===== src/rtl/mul_div_unit_pkg.sv =====
// +----------------------------------------------------------------------+
// | mul_div_unit_pkg                                                     |
// | Shared op codes and FSM state type for the multiply/divide unit.     |
// | Revision: 1.0                                                        |
// +----------------------------------------------------------------------+
`default_nettype none

package mul_div_unit_pkg;

  localparam logic [2:0] MDU_MULT  = 3'd0;
  localparam logic [2:0] MDU_MULTU = 3'd1;
  localparam logic [2:0] MDU_DIV   = 3'd2;
  localparam logic [2:0] MDU_DIVU  = 3'd3;
  localparam logic [2:0] MDU_MTHI  = 3'd4;
  localparam logic [2:0] MDU_MTLO  = 3'd5;

  typedef enum logic [0:0] {
    MDU_IDLE = 1'b0,
    MDU_RUN  = 1'b1
  } mdu_state_e;

endpackage

`default_nettype wire


===== src/rtl/mdu_iter_step.sv =====
// +----------------------------------------------------------------------+
// | mdu_iter_step                                                        |
// | One combinational iteration of the MDU datapath.                     |
// |   mult: shift-add, {acc,sr} >> 1 after adding opnd when sr[0]=1      |
// |   div : restoring trial-subtract, quotient bit shifted into sr       |
// | Ports: acc, sr, opnd (in), div_mode (in), acc_next, sr_next (out)    |
// | Revision: 1.0                                                        |
// +----------------------------------------------------------------------+
`default_nettype none

module mdu_iter_step #(
  parameter int WIDTH = 32
) (
  input  logic [WIDTH-1:0] acc,
  input  logic [WIDTH-1:0] sr,
  input  logic [WIDTH-1:0] opnd,
  input  logic             div_mode,
  output logic [WIDTH-1:0] acc_next,
  output logic [WIDTH-1:0] sr_next
);

  logic [WIDTH:0] sum;
  logic [WIDTH:0] shifted;
  logic [WIDTH:0] diff;

  always_comb begin
    sum      = {1'b0, acc} + (sr[0] ? {1'b0, opnd} : '0);
    shifted  = {acc, sr[WIDTH-1]};
    diff     = shifted - {1'b0, opnd};
    acc_next = sum[WIDTH:1];
    sr_next  = {sum[0], sr[WIDTH-1:1]};
    if (div_mode) begin
      // Remainder is always below the divisor, so the top bit of diff is a
      // clean borrow flag.
      if (!diff[WIDTH]) begin
        acc_next = diff[WIDTH-1:0];
        sr_next  = {sr[WIDTH-2:0], 1'b1};
      end else begin
        acc_next = shifted[WIDTH-1:0];
        sr_next  = {sr[WIDTH-2:0], 1'b0};
      end
    end
  end

endmodule

`default_nettype wire


===== src/rtl/mul_div_unit.sv =====
// +----------------------------------------------------------------------+
// | mul_div_unit                                                         |
// | Multi-cycle MIPS multiply/divide unit holding HI/LO.                 |
// | Ports: clk, rst_n (sync, active low), start, operation[2:0],         |
// |        inputA, inputB (operands); busy, done, hi, lo (outputs).      |
// | Optional macro MDU_FAST_MUL_EN: single-cycle MULT/MULTU.             |
// | Revision: 1.0                                                        |
// +----------------------------------------------------------------------+
`default_nettype none

module mul_div_unit
  import mul_div_unit_pkg::*;
#(
  parameter int WIDTH = 32
) (
  input  logic             clk,
  input  logic             rst_n,
  input  logic             start,
  input  logic [2:0]       operation,
  input  logic [WIDTH-1:0] inputA,
  input  logic [WIDTH-1:0] inputB,
  output logic             busy,
  output logic             done,
  output logic [WIDTH-1:0] hi,
  output logic [WIDTH-1:0] lo
);

  localparam int ITERS = WIDTH;
  localparam int CW    = $clog2(ITERS);

  mdu_state_e       state;
  logic [CW-1:0]    cnt;
  logic [WIDTH-1:0] acc, sr, opnd;
  logic             is_div, div_zero, neg_res, neg_rem;
  logic [WIDTH-1:0] acc_next, sr_next;

  // Operand decode for the accept edge.
  logic             op_mult, op_div, op_signed, a_neg, b_neg;
  logic [WIDTH-1:0] abs_a, abs_b;

  always_comb begin
    op_mult   = (operation == MDU_MULT) || (operation == MDU_MULTU);
    op_div    = (operation == MDU_DIV)  || (operation == MDU_DIVU);
    op_signed = (operation == MDU_MULT) || (operation == MDU_DIV);
    a_neg     = op_signed && inputA[WIDTH-1];
    b_neg     = op_signed && inputB[WIDTH-1];
    abs_a     = a_neg ? -inputA : inputA;
    abs_b     = b_neg ? -inputB : inputB;
  end

  mdu_iter_step #(.WIDTH(WIDTH)) u_step (
    .acc      (acc),
    .sr       (sr),
    .opnd     (opnd),
    .div_mode (is_div),
    .acc_next (acc_next),
    .sr_next  (sr_next)
  );

  // Sign fix-up applied to the final iteration's outputs so the result
  // can be committed on the same edge as the last step.
  logic [2*WIDTH-1:0] prod_raw, prod_fix;
  logic [WIDTH-1:0]   quot_fix, rem_fix;

  always_comb begin
    prod_raw = {acc_next, sr_next};
    prod_fix = neg_res ? -prod_raw : prod_raw;
    quot_fix = neg_res ? -sr_next  : sr_next;
    rem_fix  = neg_rem ? -acc_next : acc_next;
  end

`ifdef MDU_FAST_MUL_EN
  logic [2*WIDTH-1:0] fast_raw, fast_fix;
  always_comb begin
    fast_raw = {{WIDTH{1'b0}}, opnd} * {{WIDTH{1'b0}}, sr};
    fast_fix = neg_res ? -fast_raw : fast_raw;
  end
`endif

  always_ff @(posedge clk) begin
    if (!rst_n) begin
      state    <= MDU_IDLE;
      cnt      <= '0;
      acc      <= '0;
      sr       <= '0;
      opnd     <= '0;
      is_div   <= 1'b0;
      div_zero <= 1'b0;
      neg_res  <= 1'b0;
      neg_rem  <= 1'b0;
      busy     <= 1'b0;
      done     <= 1'b0;
      hi       <= '0;
      lo       <= '0;
    end else begin
      done <= 1'b0;
      case (state)
        MDU_IDLE: begin
          if (start && (op_mult || op_div)) begin
            state    <= MDU_RUN;
            busy     <= 1'b1;
            cnt      <= '0;
            acc      <= '0;
            is_div   <= op_div;
            neg_res  <= a_neg ^ b_neg;
            neg_rem  <= a_neg;
            div_zero <= op_div && (inputB == '0);
            sr       <= op_div ? abs_a : abs_b;
            // A zero divisor needs the raw dividend for HI, and opnd is
            // otherwise unused on that path.
            opnd     <= op_div ? ((inputB == '0) ? inputA : abs_b) : abs_a;
          end else if (start && (operation == MDU_MTHI)) begin
            hi <= inputA;
          end else if (start && (operation == MDU_MTLO)) begin
            lo <= inputA;
          end
        end
        MDU_RUN: begin
          if (div_zero) begin
            lo    <= '1;
            hi    <= opnd;
            state <= MDU_IDLE;
            busy  <= 1'b0;
            done  <= 1'b1;
`ifdef MDU_FAST_MUL_EN
          end else if (!is_div) begin
            {hi, lo} <= fast_fix;
            state    <= MDU_IDLE;
            busy     <= 1'b0;
            done     <= 1'b1;
`endif
          end else begin
            acc <= acc_next;
            sr  <= sr_next;
            cnt <= cnt + CW'(1);
            if (cnt == CW'(ITERS - 1)) begin
              if (is_div) begin
                lo <= quot_fix;
                hi <= rem_fix;
              end else begin
                {hi, lo} <= prod_fix;
              end
              state <= MDU_IDLE;
              busy  <= 1'b0;
              done  <= 1'b1;
            end
          end
        end
        default: state <= MDU_IDLE;
      endcase
    end
  end

endmodule

`default_nettype wire


===== config.mk =====
export PLATFORM = sky130hd
export DESIGN_NAME = mul_div_unit
export DESIGN_NICKNAME = d
export VERILOG_FILES = /design/src/rtl/mul_div_unit_pkg.sv /design/src/rtl/mdu_iter_step.sv /design/src/rtl/mul_div_unit.sv
export SDC_FILE = /design/constraint.sdc
export NUM_CORES = 1
export LEC_CHECK = 0
export CORE_UTILIZATION = 29
export CTS_BUF_LIST = sky130_fd_sc_hd__clkbuf_4 sky130_fd_sc_hd__clkbuf_8 sky130_fd_sc_hd__clkbuf_16
export CTS_CLUSTER_SIZE = 16
export DETAILED_ROUTE_END_ITERATION = 7
export SLEW_MARGIN = 40
export SYNTH_ARGS = -nofsm -noshare
export SYNTH_HDL_FRONTEND = slang
export SYNTH_HIERARCHICAL = 1
export SYNTH_SLANG_ARGS = --single-unit
export TNS_END_PERCENT = 50

===== constraint.sdc =====
create_clock -name clk -period 8.3 [get_ports clk]
set_clock_uncertainty 0.05 [all_clocks]
set_input_delay 1.66 -clock clk [delete_from_list [all_inputs] [get_ports clk]]
set_output_delay 1.66 -clock clk [all_outputs]
set_load 0.005 [all_outputs]

Word level (Yosys, flattened, before mapping)

Index checks and enable logic that the tools add are counted.

Input port bits: 70
Bits in registers: 172
Word-level logic and storage cells: 99
Output and inout bits: 66

Multiplexer cells: 45
Add/sub/neg operators: 8
Bitwise gates (word level): 2
Equality and inequality tests: 13
Reduce and logical (&&, ||, !) cells: 18

Operators with widths:

| cell                                                                   | number |
|---|---|
| 32-bit two-way mux                                                     | 26 |
| 32-bit one-hot mux with 2 select lines                                 | 4 |
| 32-bit negation                                                        | 4 |
| 64-bit two-way mux                                                     | 1 |
| 64-bit negation                                                        | 1 |
| 32-bit by 33-bit adder with 33-bit output                              | 1 |
| 33-bit by 32-bit subtractor with 33-bit output                         | 1 |
| 32-bit logical NOT                                                     | 1 |
| 2-bit != test (second input constant)                                  | 6 |
| 5-bit two-way mux                                                      | 2 |
| 5-bit one-hot mux with 2 select lines                                  | 1 |
| 1-bit two-way mux                                                      | 9 |
| 2-bit AND reduction                                                    | 4 |
| 3-bit by 2-bit equality test with 1-bit output (second input constant) | 2 |
| 3-bit equality test (second input constant)                            | 2 |
| 1-bit logical AND                                                      | 6 |
| 5-bit by 1-bit adder with 5-bit output (second input constant)         | 1 |
| 5-bit equality test (second input constant)                            | 1 |
| 1-bit logical OR                                                       | 4 |
| 1-bit one-hot mux with 2 select lines                                  | 2 |
| 4-bit AND reduction                                                    | 1 |
| 3-bit by 1-bit equality test with 1-bit output (second input constant) | 1 |
| 3-bit logical NOT                                                      | 1 |
| 3-bit by 1-bit != test with 1-bit output (second input constant)       | 1 |
| other kinds (3)                                                        | 3 |

Depth between registers and ports, before layout

Depth in word-level cells: 9
Gate-level depth with buffers: 21
Depth with buffers taken out: 20

By module

The synthesis kept the hierarchy.

Modules (own cells, without submodules):

| module        | seq. area each (µm²) | instances | cells each | area each (µm²) |
|---|---|---|---|---|
| mul_div_unit  | 3443.3               | 1         | 1584       | 11878.9 |
| mdu_iter_step | 0.0                  | 1         | 683        | 4709.5 |

Least setup slack after synthesis

No wires, ideal clock.

Path type: flip-flop to flip-flop
Start point: register sr[31]
End point: register hi[26]
Setup time: 101 ps
Period minus slack after synthesis: 4762 ps
Stages on the path, launching flop included: 22
Data required time: 8149 ps
Slack: 3538 ps
Data arrival time: 4611 ps
Cell sequence: dfxtp_1 > inv_1 > ha_1 > fa_1 > nand2b_1 > a21oi_1 > o21a_1 > o31ai_1 > a21oi_2 > o21ai_2 > xnor2_4 > mux2_2 > a21oi_1 > clkbuf_1 > inv_1 > ha_1 > or4b_4 > or4_4 > o41ai_2 > nand2_1 > o211a_1 > o41ai_1

Cells in the longest elaborated chain, start to end: 9
Elaborated cells between the ends (all ways): 13

RTL lines:

| item                                                     | RTL line                               | RTL |
|---|---|---|
| start: declaration                                       | mul_div_unit.sv:33                     | `logic [WIDTH-1:0] acc, sr, opnd;` |
| start signal: assignment                                 | mul_div_unit.sv:108                    | `sr <= op_div ? abs_a : abs_b;` |
| start signal: assignment                                 | mul_div_unit.sv:134                    | `sr <= sr_next;` |
| 33-bit by 32-bit subtractor with 33-bit output           | mdu_iter_step.sv:29                    | `diff = shifted - {1'b0, opnd};` |
| 32-bit two-way mux (*)                                   | mdu_iter_step.sv:35                    | `if (!diff[WIDTH]) begin` |
| 32-bit two-way mux (*)                                   | mdu_iter_step.sv:32                    | `if (div_mode) begin` |
| named net acc_next[0]                                    | mul_div_unit.sv:35                     | `logic [WIDTH-1:0] acc_next, sr_next;` |
| 64-bit negation or 32-bit negation (tied branches)       | mul_div_unit.sv:67, mul_div_unit.sv:69 |  |
| 64-bit two-way mux or 32-bit two-way mux (tied branches) | mul_div_unit.sv:67, mul_div_unit.sv:69 |  |
| 32-bit two-way mux (*)                                   | mul_div_unit.sv:137                    | `if (is_div) begin` |
| 32-bit two-way mux (*)                                   | mul_div_unit.sv:136                    | `if (cnt == CW'(ITERS - 1)) begin` |
| 32-bit two-way mux (*)                                   | mul_div_unit.sv:119                    | `if (div_zero) begin` |
| 32-bit one-hot mux with 2 select lines (*)               | mul_div_unit.sv:97                     | `case (state)` |
| end signal: assignment                                   | mul_div_unit.sv:121                    | `hi <= opnd;` |
| end signal: assignment                                   | mul_div_unit.sv:139                    | `hi <= rem_fix;` |
| end signal: assignment                                   | mul_div_unit.sv:141                    | `{hi, lo} <= prod_fix;` |
| end: declaration                                         | mul_div_unit.sv:24                     | `output logic [WIDTH-1:0] hi,` |

Mark *: on every way through the listed nets, which the timed path passes. The rest lies on a longest branch. The select of a mux whose other input is x is not followed.
A chain may end at the register's enable or synchronous reset.

Worst setup path in the final report

Start point: register sr[31]
End point: register hi[29]

Cells in the longest elaborated chain, start to end: 9
Elaborated cells between the ends (all ways): 13

RTL lines:

| item                                                     | RTL line |
|---|---|
| 33-bit by 32-bit subtractor with 33-bit output (*)       | mdu_iter_step.sv:29 |
| 32-bit two-way mux (*)                                   | mdu_iter_step.sv:35 |
| 32-bit two-way mux (*)                                   | mdu_iter_step.sv:32 |
| named net acc_next[17]                                   | mul_div_unit.sv:35 |
| 64-bit negation or 32-bit negation (tied branches)       | mul_div_unit.sv:67, mul_div_unit.sv:69 |
| 64-bit two-way mux or 32-bit two-way mux (tied branches) | mul_div_unit.sv:67, mul_div_unit.sv:69 |
| 32-bit two-way mux (*)                                   | mul_div_unit.sv:137 |
| 32-bit two-way mux (*)                                   | mul_div_unit.sv:136 |
| 32-bit two-way mux (*)                                   | mul_div_unit.sv:119 |
| 32-bit one-hot mux with 2 select lines (*)               | mul_div_unit.sv:97 |

Marks and branches as above.

==> run metrics <==
vias in the first global route=~17,000; crit path max fanout=27; clock period minus worst slack=about 6 ns; clk root buf=clkbuf_16; final worst-path cycle share=about three quarters; outcome=complete, no violations; antenna-violating nets left=0; Max stage delay on crit path=roughly 0.76 ns; slew margin rel.=a little under two fifths; final hold violation count=0; R2R depth=19; TNS Setup=0 ns; share of layout cells above drive strength 1=roughly 7.4%; Critical R2R Launch=sr[31]; reg-to-reg critical path endpoint=hi[29]; Synth top area share=between 20% and 30%; CTS sink count=about 170; Post-Syn Nets=between 2,000 and 2,500; Setup-failing EPs final=0; most common cell after layout, fill and taps aside=a21oi_1; starting density of the core=just under 30%; setup slack, reg-to-reg=between 2 and 2.5 ns; chip width=about 240 um; Final Worst Setup Slack=around 2.2 ns; routed length per placed instance=roughly 24 um; insertion delay to the later sink of the worst-skew pair=approximately 0.48 ns; die footprint=58,200 sq um; Synth Instances=2,267; Synth Cell Area=between 15,000 and 20,000 sq um; fraction of registers with async set or reset after synthesis=0%; vias per cell=6.16; WP data required=approximately 8.6 ns; hold worst-path end=lo[25]; RSZ-0062 raised after global routing=no; via count=18,880; global-route wire length before repair=108,000 um; CTS tree=done; post-layout util=between 30 and 40%; Worst path slowest cell=or4_1; ys flop type=dfxtp_1; Hold Path Class=flip-flop to flip-flop; Port Buffers=135; gr ovfl total=0; synthesized area per cell=between 7 and 8 sq um; cts bufs inserted=17; Worst VDD drop=~0.00014 V; CP Class=flip-flop to flip-flop; Cell Chain, Critical Path=inv_1, ha_1, fa_1, nand2b_1, a21oi_1, o21a_1, o31ai_1, a21oi_2, o21ai_2, xnor2_4, buf_4, mux2i_1, a21oi_1, or4_1, nor4_4, nand4_1, a2111oi_0, a21o_1, o22ai_1; largest net degree at the start of global routing=84; initial drt markers=2,401; drt pass-1 iters=6; arrival time worst endpoint=6.39 ns; Max clock buf depth=2; # rows=87; critical path endpoint category=flip-flop; Design Power=about 2800 uW; yosys warns=6; most used cell along the critical path=a21oi_1; CTS Hold Buffers Added=0; Post-synth EDFFs=0; most frequent cells in the layout=a21oi_1, nand2_1, nor2_1; fillers=about 6,000; DRC violations left=0; NumNets Final=2,437; core footprint=roughly 56,000 sq um; io pins=between 100 and 150; Max Freq=roughly 160 MHz; WL final=about 73,000 um; area leader, netlist=dfxtp_1; initial antenna violation count=1; clk slew on worst S/H paths=around 0.080 ns; GPL Wtd Cong=slightly above 1; Pleak=a little under 0.007 uW; register bit total from synthesis=roughly 170; Hold Path Stages=2; pwr dens=~140 nW/um^2; Final Max Tran Viols=0; hold path start=lo[25]; top post-synthesis cells by area=dfxtp_1, a21oi_1, ha_1; unique cell type count in the Yosys netlist=between 100 and 150; worst slack, placed=2.29 ns; H-tree Lvls=4; Tot GR Track Use=approximately a quarter; setup repair bufs after CTS=0; DPL Wire Length=54,000 um; post-CTS sizing=0; Seq/Total Area, Yosys=between 20% and 30%; area grow syn2layout=16.1%; Worst-Margin Slew=0.917 ns; startpoint types=flip-flop; Die H=around 240 um; max capacitance violation total=0
## area by class of cell
cell class,count,area [sq um],share of cell area [%]
multi-input cells,1863,12300,64.1
flip-flops and latches,172,3450,17.9
repair buffers,176,1660,8.63
well taps,756,946,4.91
clock buffers,17,425,2.21
inverters,65,245,1.27
clock inverters,15,195,1.01
diodes,1,2.50,0.0130
## stage by stage
step                      cells  area [sq um]  hold slack, ns
after global routing       3064         19300           0.427
after CTS                  3064         19200           0.408
final                      3065         19300           0.404
after detailed placement   3032         18600           0.398
after global placement     3032         18600           0.395
after floorplan            2267         16600           0.383
## where the power goes
group | switching, uW | leakage (uW) | internal (uW) | total [uW]
sequential | 53.5 | 0.00140 | 866 | 920
clock | 435 | 0.000309 | 463 | 898
combinational | 599 | 0.00521 | 343 | 941
total | 1090 | 0.00692 | 1670 | 2760
## sequential cells by signal, summed over array words and instances (netlist names)
name	cells
cnt	5
state	1
is_div	1
neg_rem	1
div_zero	1
acc	32
done	1
opnd	32
sr	32
hi	32
busy	1
lo	32
neg_res	1
## Yosys cell counts, drive strengths merged, types with 27 or more instances
cell	n
a21o	27
a21oi	250
a31oi	40
and2	37
buf	32
clkbuf	135
dfxtp	172
ha	70
inv	64
mux2	35
mux2i	55
nand2	231
nand3	76
nor2	174
nor3	55
nor4	35
o21ai	140
o221ai	44
o31ai	38
or3	34
xnor2	100
xor2	48
## layer usage
metal	vias up	global-route usage [%]	routed length, um
met5	-	0	0
met4	0	12.4	3590
met3	183	4.16	6700
met2	1064	38.2	32100
met1	9123	32.4	30200
li1	8510	-	-
## worst max-delay path, delay by kind of cell, from the launching register on
kind,cells,cell delay (ns)
adders and majority gates,2,0.63
AOI/OAI and AO/OA,9,1.83
and+or+nand+nor,4,1.61
buffers and inverters,2,0.57
xor gates and xnor gates,1,0.65
DFF,1,0.36
muxes,1,0.24
## worst max path at each step
| stage | start | endpoint | slack, ns | cells after the start |
|---|---|---|---|---|
| 2_1_floorplan | sr[31] | hi[26] | 3.54 | 21 |
| 3_3_place_gp | sr[31] | hi[28] | 2.34 | 20 |
| 3_5_place_dp | sr[31] | hi[29] | 2.29 | 19 |
| 4_1_cts | sr[31] | hi[29] | 2.28 | 19 |
| 5_1_grt | sr[31] | hi[29] | 1.79 | 19 |
| 6_report | sr[31] | hi[29] | 2.21 | 19 |
## cells by family (layout without fill, tap and decap cells)
| kind of cell | after synthesis | in the layout | share of synthesized area, % |
|---|---|---|---|
| flip-flops | 172 | 172 | 20.8 |
| AO/OA/AOI/OAI | 772 | 772 | 30.8 |
| adder cells (fa/ha/maj) | 72 | 72 | 5.52 |
| AND/OR/NAND/NOR | 781 | 781 | 24.0 |
| buffers and inverters | 232 | 273 | 5.38 |
| other | 0 | 1 | 0 |
| XOR/XNOR | 148 | 148 | 7.93 |
| multiplexers | 90 | 90 | 5.69 |
No activity file was read; power rests on OpenSTA's default activity.
